### src/rtl/muldiv_pkg.sv
// Shared types and helpers for the iterative multiply/divide unit.
// Widths above 64 bits are not supported by the constant helpers.
package muldiv_pkg;

   typedef enum logic [2:0] {
      OP_MUL    = 3'd0,
      OP_MULH   = 3'd1,
      OP_MULHSU = 3'd2,
      OP_MULHU  = 3'd3,
      OP_DIV    = 3'd4,
      OP_DIVU   = 3'd5,
      OP_REM    = 3'd6,
      OP_REMU   = 3'd7
   } op_e;

   typedef enum logic [1:0] {
      S_IDLE = 2'd0,
      S_CALC = 2'd1,
      S_FIN  = 2'd2,
      S_DONE = 2'd3
   } state_e;

   function automatic logic is_div(op_e op);
      return op inside {OP_DIV, OP_DIVU, OP_REM, OP_REMU};
   endfunction

   // Returned 64 bits wide; callers truncate to their own operand width.
   function automatic logic [63:0] most_neg(int unsigned w);
      return 64'd1 << (w - 1);
   endfunction

   function automatic logic [63:0] all_ones(int unsigned w);
      return (w >= 64) ? {64{1'b1}} : ((64'd1 << w) - 64'd1);
   endfunction

endpackage

### src/rtl/muldiv_if.sv
// Issue and writeback handshake between the core and the multiply/divide unit.
interface muldiv_if #(parameter int WIDTH = 32);

   logic             start_valid;
   logic             start_ready;
   logic [2:0]       op;
   logic [WIDTH-1:0] rs1;
   logic [WIDTH-1:0] rs2;
   logic             kill;
   logic             result_valid;
   logic             result_ready;
   logic [WIDTH-1:0] result;
   logic             busy;

   modport master (
      output start_valid, op, rs1, rs2, kill, result_ready,
      input  start_ready, result_valid, result, busy
   );

   modport slave (
      input  start_valid, op, rs1, rs2, kill, result_ready,
      output start_ready, result_valid, result, busy
   );

endinterface

### src/rtl/muldiv_step.sv
// Combinational UNROLL-bit iteration: shift-add multiply or restoring divide.
// Multiply keeps {partial product, remaining multiplier}; divide keeps {remainder, quotient}.
module muldiv_step #(
   parameter int WIDTH  = 32,
   parameter int UNROLL = 1
) (
   input  logic             isDiv_i,
   input  logic [WIDTH-1:0] hi_i,
   input  logic [WIDTH-1:0] lo_i,
   input  logic [WIDTH-1:0] b_i,
   output logic [WIDTH-1:0] hi_o,
   output logic [WIDTH-1:0] lo_o
);

   logic [WIDTH-1:0] hi;
   logic [WIDTH-1:0] lo;
   logic [WIDTH:0]   t;

   // The divide remainder always stays below the divisor, so WIDTH bits hold it between steps.
   always_comb begin
      hi = hi_i;
      lo = lo_i;
      t  = '0;
      for (int k = 0; k < UNROLL; k++) begin
         if (isDiv_i) begin
            t  = {hi, lo[WIDTH-1]};
            lo = {lo[WIDTH-2:0], 1'b0};
            if (t >= {1'b0, b_i}) begin
               t     = t - {1'b0, b_i};
               lo[0] = 1'b1;
            end
            hi = t[WIDTH-1:0];
         end else begin
            t  = {1'b0, hi} + (lo[0] ? {1'b0, b_i} : {(WIDTH+1){1'b0}});
            lo = {t[0], lo[WIDTH-1:1]};
            hi = t[WIDTH:1];
         end
      end
      hi_o = hi;
      lo_o = lo;
   end

endmodule

### src/rtl/muldiv_unit.sv
// Iterative RV32M multiply/divide unit: works on magnitudes, then fixes signs in one final cycle.
module muldiv_unit
   import muldiv_pkg::*;
#(
   parameter int WIDTH  = 32,
   parameter int UNROLL = 1
) (
   input  logic     clk,
   input  logic     rst,
   muldiv_if.slave  bus
);

   localparam int N  = WIDTH / UNROLL;
   localparam int CW = $clog2(N + 1);
   localparam logic [CW-1:0]    N_CNT      = CW'(N);
   localparam logic [63:0]      MOST_NEG64 = most_neg(WIDTH);
   localparam logic [63:0]      ALL_ONES64 = all_ones(WIDTH);
   localparam logic [WIDTH-1:0] MOST_NEG   = MOST_NEG64[WIDTH-1:0];
   localparam logic [WIDTH-1:0] ALL_ONES   = ALL_ONES64[WIDTH-1:0];

   state_e           state_q, state_d;
   op_e              opReg_q, opReg_d;
   logic             signA_q, signA_d;
   logic             signB_q, signB_d;
   logic             fast_q, fast_d;
   logic [CW-1:0]    count_q, count_d;
   logic [WIDTH-1:0] hi_q, hi_d;
   logic [WIDTH-1:0] lo_q, lo_d;
   logic [WIDTH-1:0] b_q, b_d;
   logic [WIDTH-1:0] result_q, result_d;

   logic             startReady;
   logic             accept;
   op_e              opIn;
   logic             sA, sB, fastHit;
   logic [WIDTH-1:0] magA, magB, fastVal;
   logic [WIDTH-1:0] stepHi, stepLo;
   logic [2*WIDTH-1:0] prod;
   logic [WIDTH-1:0] quo, rem, finVal;

   // kill wins over a simultaneous start, so nothing is latched on a flush cycle.
   assign accept = bus.start_valid && startReady && !bus.kill;

   always_ff @(posedge clk or posedge rst) begin
      if (rst) state_q <= S_IDLE;
      else     state_q <= state_d;
   end

   always_comb begin
      state_d = state_q;
      case (state_q)
         S_IDLE: if (accept) state_d = fastHit ? S_FIN : S_CALC;
         S_CALC: begin
            if (bus.kill)                state_d = S_IDLE;
            else if (count_q == CW'(1))  state_d = S_FIN;
         end
         S_FIN:  state_d = bus.kill ? S_IDLE : S_DONE;
         S_DONE: begin
            if (bus.kill)              state_d = S_IDLE;
            else if (accept)           state_d = fastHit ? S_FIN : S_CALC;
            else if (bus.result_ready) state_d = S_IDLE;
         end
         default: state_d = S_IDLE;
      endcase
   end

   always_comb begin
      startReady       = (state_q == S_IDLE) || (state_q == S_DONE && bus.result_ready);
      bus.start_ready  = startReady;
      bus.busy         = (state_q != S_IDLE);
      bus.result_valid = (state_q == S_DONE);
      bus.result       = result_q;
   end

   // MULHSU treats only rs1 as signed; MUL is treated as signed since its low word is sign-agnostic.
   always_comb begin
      opIn    = op_e'(bus.op);
      sA      = bus.rs1[WIDTH-1] && (opIn inside {OP_MUL, OP_MULH, OP_MULHSU, OP_DIV, OP_REM});
      sB      = bus.rs2[WIDTH-1] && (opIn inside {OP_MUL, OP_MULH, OP_DIV, OP_REM});
      magA    = sA ? -bus.rs1 : bus.rs1;
      magB    = sB ? -bus.rs2 : bus.rs2;
      fastHit = 1'b0;
      fastVal = '0;
      if (is_div(opIn) && bus.rs2 == '0) begin
         fastHit = 1'b1;
         fastVal = (opIn inside {OP_REM, OP_REMU}) ? bus.rs1 : ALL_ONES;
      end else if ((opIn == OP_DIV || opIn == OP_REM) &&
                   bus.rs1 == MOST_NEG && bus.rs2 == ALL_ONES) begin
         fastHit = 1'b1;
         fastVal = (opIn == OP_REM) ? '0 : bus.rs1;
      end
   end

   muldiv_step #(.WIDTH(WIDTH), .UNROLL(UNROLL)) u_step (
      .isDiv_i (is_div(opReg_q)),
      .hi_i    (hi_q),
      .lo_i    (lo_q),
      .b_i     (b_q),
      .hi_o    (stepHi),
      .lo_o    (stepLo)
   );

   // Fast-path results are parked in lo_q and passed through the final cycle untouched.
   always_comb begin
      prod = {hi_q, lo_q};
      if (signA_q ^ signB_q) prod = -prod;
      quo    = (signA_q ^ signB_q) ? -lo_q : lo_q;
      rem    = signA_q ? -hi_q : hi_q;
      finVal = lo_q;
      if (!fast_q) begin
         case (opReg_q)
            OP_MUL:                       finVal = prod[WIDTH-1:0];
            OP_MULH, OP_MULHSU, OP_MULHU: finVal = prod[2*WIDTH-1:WIDTH];
            OP_DIV, OP_DIVU:              finVal = quo;
            default:                      finVal = rem;
         endcase
      end
   end

   always_comb begin
      opReg_d  = opReg_q;
      signA_d  = signA_q;
      signB_d  = signB_q;
      fast_d   = fast_q;
      count_d  = count_q;
      hi_d     = hi_q;
      lo_d     = lo_q;
      b_d      = b_q;
      result_d = result_q;
      if (accept) begin
         opReg_d = opIn;
         signA_d = sA;
         signB_d = sB;
         fast_d  = fastHit;
         count_d = N_CNT;
         hi_d    = '0;
         b_d     = is_div(opIn) ? magB : magA;
         lo_d    = fastHit ? fastVal : (is_div(opIn) ? magA : magB);
      end else if (state_q == S_CALC) begin
         hi_d    = stepHi;
         lo_d    = stepLo;
         count_d = count_q - CW'(1);
      end
      if (state_q == S_FIN && !bus.kill) result_d = finVal;
   end

   always_ff @(posedge clk or posedge rst) begin
      if (rst) begin
         opReg_q  <= OP_MUL;
         signA_q  <= 1'b0;
         signB_q  <= 1'b0;
         fast_q   <= 1'b0;
         count_q  <= '0;
         hi_q     <= '0;
         lo_q     <= '0;
         b_q      <= '0;
         result_q <= '0;
      end else begin
         opReg_q  <= opReg_d;
         signA_q  <= signA_d;
         signB_q  <= signB_d;
         fast_q   <= fast_d;
         count_q  <= count_d;
         hi_q     <= hi_d;
         lo_q     <= lo_d;
         b_q      <= b_d;
         result_q <= result_d;
      end
   end

endmodule

### src/flat_wrapper.sv
// flat-port wrapper written by rule: the top's interface ports become plain ports
module muldiv_unit_flat import muldiv_pkg::*;
#(
   parameter int WIDTH  = 32,
   parameter int UNROLL = 1
)
  (clk, rst, bus_start_valid, bus_op, bus_rs1, bus_rs2, bus_kill, bus_result_ready, bus_start_ready, bus_result_valid, bus_result, bus_busy);
  muldiv_if #(.WIDTH(WIDTH)) bus_i ();
  input  logic clk;
  input  logic rst;
  input wire logic [$bits(bus_i.start_valid)-1:0] bus_start_valid;
  input wire logic [$bits(bus_i.op)-1:0] bus_op;
  input wire logic [$bits(bus_i.rs1)-1:0] bus_rs1;
  input wire logic [$bits(bus_i.rs2)-1:0] bus_rs2;
  input wire logic [$bits(bus_i.kill)-1:0] bus_kill;
  input wire logic [$bits(bus_i.result_ready)-1:0] bus_result_ready;
  output wire logic [$bits(bus_i.start_ready)-1:0] bus_start_ready;
  output wire logic [$bits(bus_i.result_valid)-1:0] bus_result_valid;
  output wire logic [$bits(bus_i.result)-1:0] bus_result;
  output wire logic [$bits(bus_i.busy)-1:0] bus_busy;
  assign bus_i.start_valid = bus_start_valid;
  assign bus_i.op = bus_op;
  assign bus_i.rs1 = bus_rs1;
  assign bus_i.rs2 = bus_rs2;
  assign bus_i.kill = bus_kill;
  assign bus_i.result_ready = bus_result_ready;
  assign bus_start_ready = bus_i.start_ready;
  assign bus_result_valid = bus_i.result_valid;
  assign bus_result = bus_i.result;
  assign bus_busy = bus_i.busy;
  muldiv_unit #(.WIDTH(WIDTH), .UNROLL(UNROLL)) u_core (.clk(clk), .rst(rst), .bus(bus_i));
endmodule
### config.mk
export PLATFORM = sky130hd
export DESIGN_NAME = muldiv_unit_flat
export DESIGN_NICKNAME = d
export VERILOG_FILES = /design/src/rtl/muldiv_pkg.sv /design/src/rtl/muldiv_if.sv /design/src/rtl/muldiv_step.sv /design/src/rtl/muldiv_unit.sv /design/src/flat_wrapper.sv
export SDC_FILE = /design/constraint.sdc
export NUM_CORES = 1
export LEC_CHECK = 0
export CAP_MARGIN = 20
export CORE_UTILIZATION = 24
export CTS_CLUSTER_SIZE = 20
export DETAILED_ROUTE_END_ITERATION = 12
export PLACE_DENSITY_LB_ADDON = 0.05
export SLEW_MARGIN = 20
export SYNTH_ARGS = -nofsm -noshare
export SYNTH_HDL_FRONTEND = slang
export SYNTH_SLANG_ARGS = --single-unit
### constraint.sdc
create_clock -name clk -period 8.8 [get_ports clk]
set_clock_uncertainty 0.1 [all_clocks]
set_input_delay 2.2 -clock clk [delete_from_list [all_inputs] [get_ports clk]]
set_output_delay 2.2 -clock clk [all_outputs]
set_load 0.1 [all_outputs]
==> flow_summary.rst <==
.. list-table::
   :header-rows: 1

   * - Metric
     - Value
   * - Outcome
     - finished clean
   * - Cell Pwr Density
     - 431 mW/mm2
   * - Hold Path End
     - u_core.bus.result[13]$_DFFE_PP0P_
   * - Remaining routing DRC violations
     - 0
   * - Remaining antenna violation count
     - 0
   * - Worst-case clock buffer depth
     - 2
   * - Height of the chip
     - 255 um
   * - Cells after synthesis
     - 2062
   * - Root Driver
     - sky130_fd_sc_hd__clkbuf_16
   * - Total number of nets in the final design
     - 2211
   * - Delay-heaviest family, CP
     - buffers and inverters
   * - Layout overhead on the synthesized area
     - 15.2%
   * - Arr. time, crit path
     - 3.97 ns
   * - Highest attainable clock frequency
     - 160 MHz
   * - Worst-case reg-to-reg path depth
     - 11
   * - DP Cell Count
     - 2893
   * - Placed wire-length estimate after detailed placement
     - 55000 um
   * - Top cell by count, worst path
     - sky130_fd_sc_hd__clkdlybuf4s50_1
   * - Proportion of synthesized flip-flops having asynchronous set or reset
     - 100%
   * - Distinct cell type count after synthesis
     - 84
   * - Overall die width
     - 255 um
   * - Data required time of the worst path
     - 6.50 ns
   * - Peak supply drop
     - 162 uV
   * - #FFs+latches synth
     - 142
   * - Via count
     - 15600
   * - Final critical-path share of the clock period
     - 71.2%
   * - Number of antenna violations at the first check in global routing
     - 2
   * - Clock tree sinks
     - 142
   * - Category of the critical setup timing path
     - input pin to primary output
   * - Global route overflow
     - 0
   * - Pin count of the biggest net entering global routing
     - 59
   * - Clock buffer count from CTS
     - 17
   * - RePlAce Congestion
     - 0.886
   * - CTS hold repair buffers
     - 0
   * - First-pass GRT wire length
     - 105000 um
   * - Final hold violation count
     - 0
   * - Terminus of the critical flop-to-flop path
     - u_core.hi_q[20]$_DFFE_PP0P_
   * - Master of the slowest instance on the critical path
     - sky130_fd_sc_hd__clkdlybuf4s50_1
   * - Number of fill cells
     - 6876
   * - Summed negative setup slack over all endpoints
     - 0 ns
   * - Final Routed Wirelength
     - 71800 um
   * - Largest stage delay on the critical path
     - 1.13 ns
   * - Max-slew headroom at the worst pin
     - 29.8%
   * - Full die area
     - 0.0651 mm2
   * - Average routed wire per standard cell
     - 24.5 um
   * - Worst setup slack before clock tree synthesis
     - 2.53 ns
   * - Input/output buffers
     - 106
   * - Most common cell after layout, fill and taps aside
     - sky130_fd_sc_hd__o21ai_0
   * - Number of instances resized during post-cts repair
     - 0
   * - Fraction of final layout cells with drive strength greater than 1
     - 6.16%
   * - Clock network latency to the later pin of the worst-skew pair
     - 0.50 ns
   * - Worst hold slack
     - 0.386 ns
   * - Sequential-to-total area share from yosys stat
     - 23.1%
   * - Total routing resource utilization after global routing
     - 22.3%
   * - Final setup violation count
     - 0
   * - Minimum setup slack in the final design
     - 2.53 ns
   * - Worst path cell trace
     - clkdlybuf4s50_1, a21o_1, clkdlybuf4s50_1
   * - Maximum Capacitance Violations
     - 0
   * - Post-synthesis net count
     - 2207
   * - Critical Path Sink Type
     - primary output
   * - Setup crit start kind
     - input pin
   * - Number of design-rule violations left by the first detailed-router iteration
     - 1009
   * - Total count of max-transition violations in the final report
     - 0
   * - Count of antenna diodes in the layout
     - 0
   * - Post CTS Setup Buffer Count
     - 0
   * - Via-per-instance ratio
     - 5.34
   * - Clock tree from TritonCTS
     - built
   * - EDFF count, synth
     - 0
   * - H-Tree Level Count
     - 4
   * - Number of warnings issued by yosys
     - 0
   * - Effective utilization at floorplan
     - 24.3%
   * - Final Instance Count excl. Fillers
     - 2925
   * - Dominant register cell in the synthesized netlist
     - sky130_fd_sc_hd__dfrtp_1
   * - Mean post-synth cell area
     - 7.46 um2
   * - First-pass DRT Iterations
     - 5
   * - Core ar.
     - 0.0632 mm2
   * - Hold depth
     - 2
   * - Standby leakage power
     - 7.03 nW
   * - Netlist area before placement
     - 0.0154 mm2
   * - Crit path buf inv count
     - 2
   * - Vias in the first global route
     - 15200
   * - Worst min-delay path startpoint
     - u_core.bus.result[13]$_DFFE_PP0P_
   * - Shortest period the worst path allows
     - 6.27 ns
   * - Critical path fanouts, max
     - 3
   * - Number of ports placed on the die boundary
     - 107
   * - Hold Path Class
     - flop to flop
   * - Commonest cells after routing, fill and taps aside
     - 216 x sky130_fd_sc_hd__o21ai_0, 202 x sky130_fd_sc_hd__nand2_1, 188 x sky130_fd_sc_hd__a21oi_1, 184 x sky130_fd_sc_hd__nor2_1, 141 x sky130_fd_sc_hd__dfrtp_1
   * - Slew at the pin with the worst max-slew slack
     - 1.04 ns
   * - Worst R2R Setup Slack
     - 4.14 ns
   * - Reg2Reg Launch Point
     - u_core.hi_q[7]$_DFFE_PP0P_
   * - Cell row count
     - 92
   * - Clock transition at the registers of the reported paths
     - 0.07 ns
   * - RSZ-0062 raised after global routing
     - no
## cells in the mapped netlist (all sizes together) (10+ instances only)
cell    number  area, um2
o211ai      52        390
inv         76        285
xor2        86        753
nor3        46        245
mux2i       52        521
and3        13       81.3
nand2b      14       87.6
clkbuf     125        472
nand2      203        762
o21ai      226       1130
o41ai       12        128
nor4        19        174
nor2       187        707
o21a        16        120
o221ai      22        193
a211oi      27        203
nand3       46        240
a21oi      189        946
nand4       20        125
nand3b      20        150
o31ai       23        186
a31oi       23        144
dfrtp      142       3550
a21o        37        278
mux2        10        113
ha          71        888
xnor2      102        893
nor2b       10       62.6
a22o        15        131
buf         29        171
or4         16        135
or3         22        148
a22oi       10       75.1
## how the worst max path moves through the flow
stage	start	endpoint	slack, ns	cells after the start
2_1_floorplan	rst	u_core.b_q[0]$_DFFE_PP0P_	2.69	1
3_3_place_gp	bus_result_ready	bus_start_ready	2.55	3
3_5_place_dp	bus_result_ready	bus_start_ready	2.53	3
4_1_cts	bus_result_ready	bus_start_ready	2.53	3
5_1_grt	bus_result_ready	bus_start_ready	2.48	3
6_report	bus_result_ready	bus_start_ready	2.53	3
## per-stage QoR
step	instance area [um2]	utilization, %	total power, mW
final	17700	28.1	7.63
after global routing	17700	28.1	8.21
after CTS	17700	28.1	7.65
after detailed placement	17100	27.1	6.84
after global placement	17100	27.1	6.85
after floorplan	15400	-	5.19
## worst min-delay path, delay by kind of cell, from the launching register on
kind	cells	cell delay, ns
AND/OR/NAND/NOR	2	0.11
flip-flops	1	0.35
## kinds of logic after synthesis
logic type / share of synthesized area [%]
AOI/OAI and AO/OA: 29.1
and+or+nand+nor: 20.9
buffers and inverters: 6.03
xor gates and xnor gates: 10.7
DFF: 23.1
adders and majority gates: 6.03
muxes: 4.12
## area by class of cell
class	count	area [um2]	area share, %
timing repair buffer	139	1300	7.35
multi-input combinational	1690	10900	61.7
sequential	142	3550	20.0
clock inverter	15	159	0.896
inverter	76	290	1.64
tap	846	1060	5.97
clock buffer	17	425	2.40
## state kept, by name, indices dropped and copies added, names as in the netlist
name	flops
u_core.count_q	6
u_core.hi_q	32
u_core.b_q	32
u_core.opReg_q	3
u_core.lo_q	32
u_core.signB_q	1
u_core.fast_q	1
u_core.signA_q	1
u_core.bus.result	32
u_core.state_q	2
## per-layer routing
metal	track usage, %	share of wire (%)	up-vias
met2	35.1	45	406
met1	31.2	49	7644
met4	7.37	2.8	0
li1	-	-	7517
met3	2.97	3.8	63
met5	0	0	-
## report_power, final
| group | internal, mW | switching, mW |
|---|---|---|
| Clock | 0.381 | 0.391 |
| Combinational | 1.85 | 3.47 |
| Sequential | 0.951 | 0.595 |
No activity file was read; power rests on OpenSTA's default activity.
